==> src/rtl/aes_pkg.sv <==
// Shared AES definitions: round count default, state type, FSM encodings,
// S-box tables and byte-level transforms used by the round datapath.
// AES_DEC_EN: when defined, the inverse S-box and inverse shift are also provided.
package aes_pkg;

    localparam int unsigned AES_NR       = 10;
    localparam int unsigned AES_RK_IDX_W = 4;

    typedef logic [127:0]      aes_state_t;
    // Byte view of the state: element 0 is the most significant byte.
    typedef logic [0:15][7:0]  aes_bytes_t;

    localparam logic [1:0] ST_IDLE  = 2'd0;
    localparam logic [1:0] ST_ROUND = 2'd1;
    localparam logic [1:0] ST_FINAL = 2'd2;
    localparam logic [1:0] ST_DONE  = 2'd3;

    localparam logic [7:0] SBOX [256] = '{
        8'h63, 8'h7c, 8'h77, 8'h7b, 8'hf2, 8'h6b, 8'h6f, 8'hc5, 8'h30, 8'h01, 8'h67, 8'h2b, 8'hfe, 8'hd7, 8'hab, 8'h76,
        8'hca, 8'h82, 8'hc9, 8'h7d, 8'hfa, 8'h59, 8'h47, 8'hf0, 8'had, 8'hd4, 8'ha2, 8'haf, 8'h9c, 8'ha4, 8'h72, 8'hc0,
        8'hb7, 8'hfd, 8'h93, 8'h26, 8'h36, 8'h3f, 8'hf7, 8'hcc, 8'h34, 8'ha5, 8'he5, 8'hf1, 8'h71, 8'hd8, 8'h31, 8'h15,
        8'h04, 8'hc7, 8'h23, 8'hc3, 8'h18, 8'h96, 8'h05, 8'h9a, 8'h07, 8'h12, 8'h80, 8'he2, 8'heb, 8'h27, 8'hb2, 8'h75,
        8'h09, 8'h83, 8'h2c, 8'h1a, 8'h1b, 8'h6e, 8'h5a, 8'ha0, 8'h52, 8'h3b, 8'hd6, 8'hb3, 8'h29, 8'he3, 8'h2f, 8'h84,
        8'h53, 8'hd1, 8'h00, 8'hed, 8'h20, 8'hfc, 8'hb1, 8'h5b, 8'h6a, 8'hcb, 8'hbe, 8'h39, 8'h4a, 8'h4c, 8'h58, 8'hcf,
        8'hd0, 8'hef, 8'haa, 8'hfb, 8'h43, 8'h4d, 8'h33, 8'h85, 8'h45, 8'hf9, 8'h02, 8'h7f, 8'h50, 8'h3c, 8'h9f, 8'ha8,
        8'h51, 8'ha3, 8'h40, 8'h8f, 8'h92, 8'h9d, 8'h38, 8'hf5, 8'hbc, 8'hb6, 8'hda, 8'h21, 8'h10, 8'hff, 8'hf3, 8'hd2,
        8'hcd, 8'h0c, 8'h13, 8'hec, 8'h5f, 8'h97, 8'h44, 8'h17, 8'hc4, 8'ha7, 8'h7e, 8'h3d, 8'h64, 8'h5d, 8'h19, 8'h73,
        8'h60, 8'h81, 8'h4f, 8'hdc, 8'h22, 8'h2a, 8'h90, 8'h88, 8'h46, 8'hee, 8'hb8, 8'h14, 8'hde, 8'h5e, 8'h0b, 8'hdb,
        8'he0, 8'h32, 8'h3a, 8'h0a, 8'h49, 8'h06, 8'h24, 8'h5c, 8'hc2, 8'hd3, 8'hac, 8'h62, 8'h91, 8'h95, 8'he4, 8'h79,
        8'he7, 8'hc8, 8'h37, 8'h6d, 8'h8d, 8'hd5, 8'h4e, 8'ha9, 8'h6c, 8'h56, 8'hf4, 8'hea, 8'h65, 8'h7a, 8'hae, 8'h08,
        8'hba, 8'h78, 8'h25, 8'h2e, 8'h1c, 8'ha6, 8'hb4, 8'hc6, 8'he8, 8'hdd, 8'h74, 8'h1f, 8'h4b, 8'hbd, 8'h8b, 8'h8a,
        8'h70, 8'h3e, 8'hb5, 8'h66, 8'h48, 8'h03, 8'hf6, 8'h0e, 8'h61, 8'h35, 8'h57, 8'hb9, 8'h86, 8'hc1, 8'h1d, 8'h9e,
        8'he1, 8'hf8, 8'h98, 8'h11, 8'h69, 8'hd9, 8'h8e, 8'h94, 8'h9b, 8'h1e, 8'h87, 8'he9, 8'hce, 8'h55, 8'h28, 8'hdf,
        8'h8c, 8'ha1, 8'h89, 8'h0d, 8'hbf, 8'he6, 8'h42, 8'h68, 8'h41, 8'h99, 8'h2d, 8'h0f, 8'hb0, 8'h54, 8'hbb, 8'h16
    };

    // Multiply by x in GF(2^8) modulo 0x11B.
    function automatic logic [7:0] xtime(input logic [7:0] b);
        return {b[6:0], 1'b0} ^ (b[7] ? 8'h1b : 8'h00);
    endfunction

    function automatic aes_state_t sub_bytes(input aes_state_t s);
        aes_bytes_t i_b;
        aes_bytes_t o_b;
        i_b = aes_bytes_t'(s);
        for (int i = 0; i < 16; i++) begin
            o_b[4'(i)] = SBOX[i_b[4'(i)]];
        end
        return aes_state_t'(o_b);
    endfunction

    // Row r rotates left by r columns.
    function automatic aes_state_t shift_rows(input aes_state_t s);
        aes_bytes_t i_b;
        aes_bytes_t o_b;
        i_b = aes_bytes_t'(s);
        for (int c = 0; c < 4; c++) begin
            for (int r = 0; r < 4; r++) begin
                o_b[4'(r + 4 * c)] = i_b[4'(r + 4 * ((c + r) % 4))];
            end
        end
        return aes_state_t'(o_b);
    endfunction

`ifdef AES_DEC_EN
    localparam logic [7:0] INV_SBOX [256] = '{
        8'h52, 8'h09, 8'h6a, 8'hd5, 8'h30, 8'h36, 8'ha5, 8'h38, 8'hbf, 8'h40, 8'ha3, 8'h9e, 8'h81, 8'hf3, 8'hd7, 8'hfb,
        8'h7c, 8'he3, 8'h39, 8'h82, 8'h9b, 8'h2f, 8'hff, 8'h87, 8'h34, 8'h8e, 8'h43, 8'h44, 8'hc4, 8'hde, 8'he9, 8'hcb,
        8'h54, 8'h7b, 8'h94, 8'h32, 8'ha6, 8'hc2, 8'h23, 8'h3d, 8'hee, 8'h4c, 8'h95, 8'h0b, 8'h42, 8'hfa, 8'hc3, 8'h4e,
        8'h08, 8'h2e, 8'ha1, 8'h66, 8'h28, 8'hd9, 8'h24, 8'hb2, 8'h76, 8'h5b, 8'ha2, 8'h49, 8'h6d, 8'h8b, 8'hd1, 8'h25,
        8'h72, 8'hf8, 8'hf6, 8'h64, 8'h86, 8'h68, 8'h98, 8'h16, 8'hd4, 8'ha4, 8'h5c, 8'hcc, 8'h5d, 8'h65, 8'hb6, 8'h92,
        8'h6c, 8'h70, 8'h48, 8'h50, 8'hfd, 8'hed, 8'hb9, 8'hda, 8'h5e, 8'h15, 8'h46, 8'h57, 8'ha7, 8'h8d, 8'h9d, 8'h84,
        8'h90, 8'hd8, 8'hab, 8'h00, 8'h8c, 8'hbc, 8'hd3, 8'h0a, 8'hf7, 8'he4, 8'h58, 8'h05, 8'hb8, 8'hb3, 8'h45, 8'h06,
        8'hd0, 8'h2c, 8'h1e, 8'h8f, 8'hca, 8'h3f, 8'h0f, 8'h02, 8'hc1, 8'haf, 8'hbd, 8'h03, 8'h01, 8'h13, 8'h8a, 8'h6b,
        8'h3a, 8'h91, 8'h11, 8'h41, 8'h4f, 8'h67, 8'hdc, 8'hea, 8'h97, 8'hf2, 8'hcf, 8'hce, 8'hf0, 8'hb4, 8'he6, 8'h73,
        8'h96, 8'hac, 8'h74, 8'h22, 8'he7, 8'had, 8'h35, 8'h85, 8'he2, 8'hf9, 8'h37, 8'he8, 8'h1c, 8'h75, 8'hdf, 8'h6e,
        8'h47, 8'hf1, 8'h1a, 8'h71, 8'h1d, 8'h29, 8'hc5, 8'h89, 8'h6f, 8'hb7, 8'h62, 8'h0e, 8'haa, 8'h18, 8'hbe, 8'h1b,
        8'hfc, 8'h56, 8'h3e, 8'h4b, 8'hc6, 8'hd2, 8'h79, 8'h20, 8'h9a, 8'hdb, 8'hc0, 8'hfe, 8'h78, 8'hcd, 8'h5a, 8'hf4,
        8'h1f, 8'hdd, 8'ha8, 8'h33, 8'h88, 8'h07, 8'hc7, 8'h31, 8'hb1, 8'h12, 8'h10, 8'h59, 8'h27, 8'h80, 8'hec, 8'h5f,
        8'h60, 8'h51, 8'h7f, 8'ha9, 8'h19, 8'hb5, 8'h4a, 8'h0d, 8'h2d, 8'he5, 8'h7a, 8'h9f, 8'h93, 8'hc9, 8'h9c, 8'hef,
        8'ha0, 8'he0, 8'h3b, 8'h4d, 8'hae, 8'h2a, 8'hf5, 8'hb0, 8'hc8, 8'heb, 8'hbb, 8'h3c, 8'h83, 8'h53, 8'h99, 8'h61,
        8'h17, 8'h2b, 8'h04, 8'h7e, 8'hba, 8'h77, 8'hd6, 8'h26, 8'he1, 8'h69, 8'h14, 8'h63, 8'h55, 8'h21, 8'h0c, 8'h7d
    };

    function automatic aes_state_t inv_sub_bytes(input aes_state_t s);
        aes_bytes_t i_b;
        aes_bytes_t o_b;
        i_b = aes_bytes_t'(s);
        for (int i = 0; i < 16; i++) begin
            o_b[4'(i)] = INV_SBOX[i_b[4'(i)]];
        end
        return aes_state_t'(o_b);
    endfunction

    // Row r rotates right by r columns.
    function automatic aes_state_t inv_shift_rows(input aes_state_t s);
        aes_bytes_t i_b;
        aes_bytes_t o_b;
        i_b = aes_bytes_t'(s);
        for (int c = 0; c < 4; c++) begin
            for (int r = 0; r < 4; r++) begin
                o_b[4'(r + 4 * c)] = i_b[4'(r + 4 * ((c - r + 4) % 4))];
            end
        end
        return aes_state_t'(o_b);
    endfunction
`endif

endpackage

==> src/rtl/aes_round_step.sv <==
// One combinational AES round.
//   enc: MixColumns(ShiftRows(SubBytes(st))) ^ rk, MixColumns skipped when last
//   dec: InvMixColumns(InvSubBytes(InvShiftRows(st)) ^ rk), InvMixColumns skipped when last
// Ports: st (current state), rk (round key), dec (inverse round), last (final round), nxt.
// AES_DEC_EN: builds the inverse path; otherwise dec is ignored.
module aes_round_step
    import aes_pkg::*;
(
    input  aes_state_t st,
    input  aes_state_t rk,
    input  logic       dec,
    input  logic       last,
    output aes_state_t nxt
);

    aes_state_t enc_sr;
    aes_state_t enc_mc;
    aes_state_t enc_nxt;

    assign enc_sr = shift_rows(sub_bytes(st));

    mix_columns #(.EN(1'b1)) u_mix_fwd (
        .st    (enc_sr),
        .mixed (enc_mc)
    );

    assign enc_nxt = (last ? enc_sr : enc_mc) ^ rk;

`ifdef AES_DEC_EN
    aes_state_t dec_ark;
    aes_state_t dec_imc;

    assign dec_ark = inv_sub_bytes(inv_shift_rows(st)) ^ rk;

    mix_columns #(.EN(1'b0)) u_mix_inv (
        .st    (dec_ark),
        .mixed (dec_imc)
    );

    assign nxt = dec ? (last ? dec_ark : dec_imc) : enc_nxt;
`else
    logic unused_dec;
    assign unused_dec = dec;
    assign nxt        = enc_nxt;
`endif

endmodule

==> src/rtl/mix_columns.sv <==
// Column mixing over all four state columns.
//   EN=1: forward MixColumns (coefficients 02 03 01 01)
//   EN=0: InvMixColumns      (coefficients 0e 0b 0d 09)
// Ports: st (state in), mixed (state out). Purely combinational.
module mix_columns
    import aes_pkg::*;
#(
    parameter bit EN = 1'b1
) (
    input  aes_state_t st,
    output aes_state_t mixed
);

    // Circulant row coefficients; output row r uses COEF[k] on input row (r+k)%4.
    localparam logic [0:3][3:0] COEF = EN ? 16'h2311 : 16'hebd9;

    // Multiply by a 4-bit constant built from x, x^2, x^3 partial products.
    function automatic logic [7:0] gf_mul4(input logic [7:0] b, input logic [3:0] k);
        logic [7:0] b2;
        logic [7:0] b4;
        logic [7:0] b8;
        b2 = xtime(b);
        b4 = xtime(b2);
        b8 = xtime(b4);
        return ({8{k[0]}} & b) ^ ({8{k[1]}} & b2) ^ ({8{k[2]}} & b4) ^ ({8{k[3]}} & b8);
    endfunction

    aes_bytes_t in_b;
    aes_bytes_t out_b;
    logic [7:0] acc;

    assign in_b  = aes_bytes_t'(st);
    assign mixed = aes_state_t'(out_b);

    always_comb begin
        out_b = '0;
        acc   = '0;
        for (int c = 0; c < 4; c++) begin
            for (int r = 0; r < 4; r++) begin
                acc = '0;
                for (int k = 0; k < 4; k++) begin
                    acc = acc ^ gf_mul4(in_b[4'(((r + k) % 4) + 4 * c)], COEF[2'(k)]);
                end
                out_b[4'(r + 4 * c)] = acc;
            end
        end
    end

endmodule

==> src/rtl/aes_round_sched.sv <==
// Iterative AES block engine: one round per clock through aes_round_step,
// round keys fetched by index from an external key store, valid/ready on both sides.
// Ports:
//   clk, rst                 clock, synchronous active-high reset
//   in_valid/in_ready        input block handshake; in_data block, in_dec mode (sampled on accept)
//   rk_idx/rk_data           round-key request (combinational) and same-cycle key return
//   out_valid/out_ready      result handshake; out_data held while out_valid
//   busy                     high from accept until the result is taken
// AES_DEC_EN: enables the decrypt datapath; otherwise in_dec is ignored.
module aes_round_sched
    import aes_pkg::*;
#(
    parameter int unsigned NR       = AES_NR,
    parameter int unsigned RK_IDX_W = AES_RK_IDX_W
) (
    input  logic                clk,
    input  logic                rst,
    input  logic                in_valid,
    output logic                in_ready,
    input  logic [127:0]        in_data,
    input  logic                in_dec,
    output logic [RK_IDX_W-1:0] rk_idx,
    input  logic [127:0]        rk_data,
    output logic                out_valid,
    input  logic                out_ready,
    output logic [127:0]        out_data,
    output logic                busy
);

    localparam logic [RK_IDX_W-1:0] RK_LAST = RK_IDX_W'(NR);
    localparam logic [RK_IDX_W-1:0] RND_PRE = RK_IDX_W'(NR - 1);

    logic [1:0]          fsm;
    logic [1:0]          fsm_nxt;
    logic [RK_IDX_W-1:0] rnd;
    logic                mode_dec;
    logic                dec_req;
    logic                accept;
    aes_state_t          st;
    aes_state_t          step_nxt;

`ifdef AES_DEC_EN
    assign dec_req = in_dec;
`else
    logic unused_in_dec;
    assign unused_in_dec = in_dec;
    assign dec_req       = 1'b0;
`endif

    assign accept   = in_valid && in_ready;
    assign out_data = st;

    aes_round_step u_step (
        .st   (st),
        .rk   (rk_data),
        .dec  (mode_dec),
        .last (fsm == ST_FINAL),
        .nxt  (step_nxt)
    );

    // State register.
    always_ff @(posedge clk) begin
        if (rst) begin
            fsm <= ST_IDLE;
        end else begin
            fsm <= fsm_nxt;
        end
    end

    // Next-state logic.
    always_comb begin
        fsm_nxt = fsm;
        case (fsm)
            ST_IDLE:  if (accept) fsm_nxt = (NR == 1) ? ST_FINAL : ST_ROUND;
            ST_ROUND: if (rnd == RND_PRE) fsm_nxt = ST_FINAL;
            ST_FINAL: fsm_nxt = ST_DONE;
            ST_DONE:  if (out_ready) fsm_nxt = ST_IDLE;
            default:  fsm_nxt = ST_IDLE;
        endcase
    end

    // Round-key index; in IDLE it follows in_dec so the whitening key is ready at accept.
    always_comb begin
        rk_idx = '0;
        case (fsm)
            ST_IDLE:  rk_idx = dec_req ? RK_LAST : '0;
            ST_ROUND: rk_idx = mode_dec ? (RK_LAST - rnd) : rnd;
            ST_FINAL: rk_idx = mode_dec ? '0 : RK_LAST;
            default:  rk_idx = '0;
        endcase
    end

    // Datapath and handshake flags; flags are registered copies of the next state.
    always_ff @(posedge clk) begin
        if (rst) begin
            st        <= '0;
            rnd       <= '0;
            mode_dec  <= 1'b0;
            out_valid <= 1'b0;
            busy      <= 1'b0;
            in_ready  <= 1'b1;
        end else begin
            out_valid <= (fsm_nxt == ST_DONE);
            busy      <= (fsm_nxt != ST_IDLE);
            in_ready  <= (fsm_nxt == ST_IDLE);
            case (fsm)
                ST_IDLE: begin
                    if (accept) begin
                        st       <= in_data ^ rk_data;
                        mode_dec <= dec_req;
                        rnd      <= RK_IDX_W'(1);
                    end
                end
                ST_ROUND, ST_FINAL: begin
                    st  <= step_nxt;
                    rnd <= rnd + RK_IDX_W'(1);
                end
                default: begin
                    if (out_ready) rnd <= '0;
                end
            endcase
        end
    end

endmodule

==> config.mk <==
export PLATFORM = sky130hd
export DESIGN_NAME = aes_round_sched
export DESIGN_NICKNAME = d
export VERILOG_FILES = /design/src/rtl/aes_pkg.sv /design/src/rtl/aes_round_step.sv /design/src/rtl/mix_columns.sv /design/src/rtl/aes_round_sched.sv
export SDC_FILE = /design/constraint.sdc
export NUM_CORES = 1
export LEC_CHECK = 0
export ABC_AREA = 1
export BUFFER_PORTS_ARGS = -buffer_cell sky130_fd_sc_hd__buf_2
export CAP_MARGIN = 20
export CELL_PAD_IN_SITES_DETAIL_PLACEMENT = 0
export CELL_PAD_IN_SITES_GLOBAL_PLACEMENT = 2
export CORE_MARGIN = 2
export CORE_UTILIZATION = 28
export CTS_CLUSTER_SIZE = 25
export DETAILED_ROUTE_END_ITERATION = 10
export HOLD_SLACK_MARGIN = 0.15
export PLACE_DENSITY = 0.9
export SLEW_MARGIN = 20
export SYNTH_ARGS = -nofsm -noshare
export SYNTH_HDL_FRONTEND = slang
export SYNTH_SLANG_ARGS = --single-unit
==> constraint.sdc <==
create_clock -name clk -period 3.3 [get_ports clk]
set_clock_uncertainty 0.05 [all_clocks]
set_input_delay 0.33 -clock clk [delete_from_list [all_inputs] [get_ports clk]]
set_output_delay 0.33 -clock clk [all_outputs]
set_load 0.03 [all_outputs]
# After elaboration in Yosys (flattened, before gate mapping)
# Memories as Yosys holds them, arrays and structs flattened.
# Cells that the tools add are included.
# totals
ff_bits	137
latchBits	0
ramBits	0
rom_bits	8192
in_bits	261
out_inout_bits	135
word_cells	55
mem_count	4
# memory_table
name	depth	word_bits	read_ports	rd_ports_with_merged_regs	write_ports	line	rtl
(name not given)	256	8	1	0	0	aes_pkg.sv:47	o_b[4'(i)] = SBOX[i_b[4'(i)]];
(name not given)	256	8	1	0	0	aes_pkg.sv:47	
(name not given)	256	8	1	0	0	aes_pkg.sv:47	
(name not given)	256	8	1	0	0	aes_pkg.sv:47	
# classes
addsub	1
multipliers	0
n_div	0
magnitude_cmp	4
n_eq_ne	6
shift	0
n_mux	19
bitwise_logic	6
reduce_logical	9
# op_table
operator	n
128-bit 2-to-1 mux	2
128-bit one-hot mux with 2 select lines	1
128-bit bitwise XOR	2
8-bit 2-to-1 mux	8
9-bit greater-or-equal comparator (second input constant)	4
8-bit NOT with 9-bit output	4
4-bit one-hot mux with 2 select lines	2
4-bit 2-to-1 mux	2
2-bit one-hot mux with 4 select lines	1
2-bit == test (second input constant)	3
2-bit 2-to-1 mux	3
4-bit by 1-bit adder with 4-bit output (second input constant)	1
4-bit == test (second input constant)	1
2-bit zero test	2
2-bit AND reduction	2
2-bit nonzero test	2
3-bit nonzero test	1
2-bit by 1-bit == test with 1-bit output (second input constant)	1
2-bit != test (second input constant)	1
2-bit OR reduction	1
1-bit logical AND	1

# Depth between registers and ports, before layout
# logic_depth
word_depth	7
ltp_mapped	20
mapped_depth_nobuf	18

# By module
# Synthesis repeated with hierarchy kept, for this count alone.
# hier_totals
hier_cells	5112
area_unflattened_um2	26372.8
# modules_own_cells
mod	n_inst	cells_per_inst	area_per_inst_um2	seq_area_each_um2
aes_round_step	1	3098	14756.7	0.0
aes_round_sched	1	1567	9158.8	2742.6
mix_columns	1	447	2457.4	0.0

# Worst setup path after synthesis
# OpenSTA, ideal clock, no wires.
# synth_path
path_kind	register to register
start	register st[81] (netlist: out_data[81])
end	register st[115] (netlist: out_data[115])
setup_time_ps	117
arrival_time_ps	2572
t_required_ps	3133
setup_slack_ps	561
path_stages_with_launch	17
path_buffers	2
period_less_slack_ps	2739
path_cell_list	dfxtp_1 > inv_1 > ha_1 > buf_2 > nand2_1 > buf_2 > nand3_1 > nand3_1 > nand3_1 > nand3_1 > nand2_1 > nand2_1 > nand3_1 > nand3_1 > nand2_1 > nor2_1 > nor2_1
# synth_between
elab_chain_cells	7
# synth_rtl
element	line	rtl
from (decl)	aes_round_sched.sv:39	aes_state_t st;
from (signal assigned)	aes_round_sched.sv:109	st <= in_data ^ rk_data;
from (signal assigned)	aes_round_sched.sv:115	st <= step_nxt;
8-bit NOT with 9-bit output (implied by the code)	aes_pkg.sv:47	
memory read 256 x 8 bit	n/a	
8-bit 2-to-1 mux (implied by the code) (2 in a row)	aes_pkg.sv:47	
128-bit 2-to-1 mux	aes_round_step.sv:27	assign enc_nxt = (last ? enc_sr : enc_mc) ^ rk;
128-bit bitwise XOR	aes_round_step.sv:27	
128-bit one-hot mux with 2 select lines	aes_round_sched.sv:106	case (fsm)
# No other way between the ends. The select of a mux whose other input is x is not followed.
# A chain may end at the register's enable or synchronous reset.

# Worst setup path after layout
# layout_path
start	register fsm[1]
end	register st[53] (netlist: out_data[53])
# layout_between
elab_chain_cells	4
word_cells_on_any_way	8
cone_classes	eq/ne: 3; mux: 1; reduce/logical: 4
# layout_rtl
element	line	rtl
from (decl)	aes_round_sched.sv:33	logic [1:0] fsm;
from (signal assigned)	aes_round_sched.sv:66	fsm <= fsm_nxt;
2-bit by 1-bit == test with 1-bit output or 2-bit == test (tied branches)	aes_round_sched.sv:106	
2-bit OR reduction	aes_round_sched.sv:106	
2-bit nonzero test (no line)	n/a	
2-bit AND reduction (no line)	n/a	
# Parallel ways exist; a longest one is shown, timed or not.

==> summary.md <==
| Metric | Value |
|---|---|
| Post-synth top area share | 0.2424 |
| Die height | 263.0 um |
| Final Hold Viols | 0 |
| Most common cell after layout, fill and taps aside | nand2_1 |
| Global-route wire length before repair | around 150000 um |
| Met3 Track Usage GR | 0.05060 |
| Reg2reg start | fsm[1] |
| CTS Buffer Depth | 2 |
| Outcome | finished clean |
| Post-DRT Antenna Nets | 0 |
| CP max FO | 54 |
| Clock Sink Count | around 140 |
| Worst skew pair latency | 490 ps |
| Overflow after GRT | 0 |
| GRT met1 Usage | 0.3575 |
| Power Density | 540.6 nW/um2 |
| WP data required | 3600 ps |
| Design Power | 12.87 mW |
| Register area share after synthesis | 0.1460 |
| Slew @ Worst Pin | 910.6 ps |
| Post-Syn Area per Cell | 5.382 um2 |
| Clk pwr share | 0.169 |
| Num rows | 94 |
| Yosys cell types | 39 |
| # IOs | 396 |
| RSZ-0062 raised after global routing | no |
| Hold Startpoint | in_data[1] |
| Reg power frac | 0.162 |
| R2R Setup Slk | 310 ps |
| Iteration-0 DRC Markers | ~4100 |
| Inserted Clock Buffers | 17 |
| Area grow syn2layout | 26.70% |
| Final wirelength | 98110 um |
| Setup violations, final | 0 |
| Switching pwr | around 7.3 mW |
| Fin crit period | ~3000 ps |
| Proportion of layout cells with a drive suffix above 1 | 0.1530 |
| Synth Cell Area | 18790 um2 |
| Nets | around 4200 |
| Final Max Tran Viols | 0 |
| DRC | 0 |
| Reg2reg end | out_data[53] |
| Clock transition at path regs | 90 ps |
| Most frequent cells in the layout | 1050 x nand2_1, 910 x nand3_1, 394 x buf_2 |
| Met2 usage | 0.4234 |
| Drt pass-1 iters | 6 |
| Gate count after technology mapping | 3491 |
| Fin crit share | 0.9052 |
| VDD IR max | about 360 uV |
| CTS tree | done |
| IO buf count | 394 |
| Fillers | 7437 |
| Ys flop type | dfxtp_1 |
| #FFs+latches synth | 137 |
| H-Tree Depth | 4 |
| Die area | around 69000 um2 |
| Worst r2r path cells | 8 |
| Vias in the first global route | 25030 |
| Largest net degree at the start of global routing | 133 |
| Hold path cells | 4 |
| Worst setup path class | reg2reg |
| Slew HR | 0.3923 |
| Clock Tree Root | clkbuf_16 |
| Initial antenna violation count | 8 |
| Die width | approximately 260 um |
| CTS-repair resized insts | 0 |
| Worst hold-check path type | in2reg |
| Startpoint types | register |
| Synth area leader | nand3_1 |
| Combinational share of power | 0.669 |
| Area contributors post-synth | nand3_1 24%, nand2_1 21%, dfxtp_1 15%, a21oi_1 6.5%, o21ai_0 4.8% |
| Peak Freq | 334.8 MHz |
| Tot GR Track Use | 0.2724 |
| Total number of vias | 26700 |
| Leak Pwr | 12.37 nW |
| Hold EP | out_data[1] |
| DP Wirelength | 68300 um |
| Syn_nets | 3818 |
| Sum Neg Setup Slack | 0 ps |
| Sw Share | 0.5670 |
| YS warnings | 0 |
| Async SR Flop Fraction | 0 |
| Routed wire per std cell | approximately 20 um |
| GPL Wtd Cong | 1.014 |
| CP Data Arrival Time | 3290 ps |
| MaxCap Viol Count | 0 |
| GRT busiest layer | met2 |
| Cell internal pwr | 5.572 mW |
| CP endpoint kind | register |
| Core footprint | 66100 um2 |
| Starting utilization of the core area | 0.2843 |
| Via/cell ratio | 5.559 |
| EDFF count, synth | 0 |
-- logic make-up after synthesis --
family | share of synthesized area
flip-flops | 0.1460
adder cells (fa/ha/maj) | 0.04395
buffers and inverters | 0.1143
AO/OA/AOI/OAI | 0.1323
XOR/XNOR | 0.04475
AND/OR/NAND/NOR | 0.5187
-- metrics by stage --
step	hold WS (ps)	utilization	instances	cell area, um2	worst slack [ps]
after floorplan	352.4	-	3491	18790	561.2
after global placement	461.9	0.3243	4589	21430	479.8
after detailed placement	470.2	0.3243	4589	21430	468.4
after CTS	150.1	0.3598	4793	23780	403.2
after global routing	178.6	0.3600	4798	23790	148.9
final	178.0	0.3602	4803	23810	312.7
-- flip-flops by register name, indices dropped and copies added, names as in the netlist --
signal / count
busy: 1
out_data: 128
rnd: 4
in_ready: 1
fsm: 2
out_valid: 1
-- routing by layer --
metal	vias to the layer above	routed length (um)
met3	346	10160
li1	12480	-
met2	1747	42930
met5	-	27
met1	12120	39920
met4	4	5069
-- critical path, stage by stage, from the launching register on --
cell and delay (ps):
dfxtp_1 370, inv_1 110, ha_1 330, inv_4 360
buf_4 590, nand2_1 200, xor2_1 190, dlygate4sd3_1 570
a21oi_1 60
-- worst max-delay path by stage --
stage / start / end / cells past startpoint
2_1_floorplan: out_data[81] / out_data[115] / 16
3_3_place_gp: out_data[97] / out_data[65] / 15
3_5_place_dp: out_data[97] / out_data[65] / 15
4_1_cts: fsm[0] / out_data[24] / 8
5_1_grt: fsm[1] / out_data[53] / 8
6_report: fsm[1] / out_data[53] / 8
-- power groups by stage --
stage | Sequential, mW | Combinational [mW] | Clock (mW)
after floorplan | 2.62 | 5.07 | 0
after global placement | 2.11 | 8.14 | 0
after detailed placement | 2.12 | 8.05 | 0
after CTS | 2.09 | 8.32 | 2.25
after global routing | 2.12 | 9.30 | 2.30
final | 2.09 | 8.61 | 2.17
-- what timing repair did --
action | CTS | global route
hold endpoints to repair | 130 | 0
hold buffers | 172 | 0
buffers inserted | 0 | 0
-- cells in the mapped netlist, types with 2 or more instances --
master,count
inv_1,209
or2_2,3
o21ai_0,179
nor2_2,16
inv_4,7
ha_1,66
clkbuf_2,3
clkbuf_1,93
nor3_1,7
o211ai_1,19
nor2_1,194
nand4_1,22
o31ai_1,2
xor2_1,96
buf_6,14
a31oi_1,4
a21oi_1,243
nand3_1,910
nand2_1,1050
a21oi_2,6
inv_2,15
o21ai_1,17
buf_4,27
nand2_2,21
dfxtp_1,137
buf_1,24
nand2_4,4
buf_2,89
nand3b_1,4
-- final cells by class --
class                   count  area [um2]  area share
diodes                     10       25.02    0.001051
clock buffers              17       425.4     0.01787
clock inverters            15       201.4    0.008462
inverters                 232       893.4     0.03753
multi-input cells        2872       13910      0.5843
flip-flops and latches    137        2751      0.1156
well taps                 864        1081     0.04541
repair buffers            656        4519      0.1898
Power figures use the tool's default switching activity.
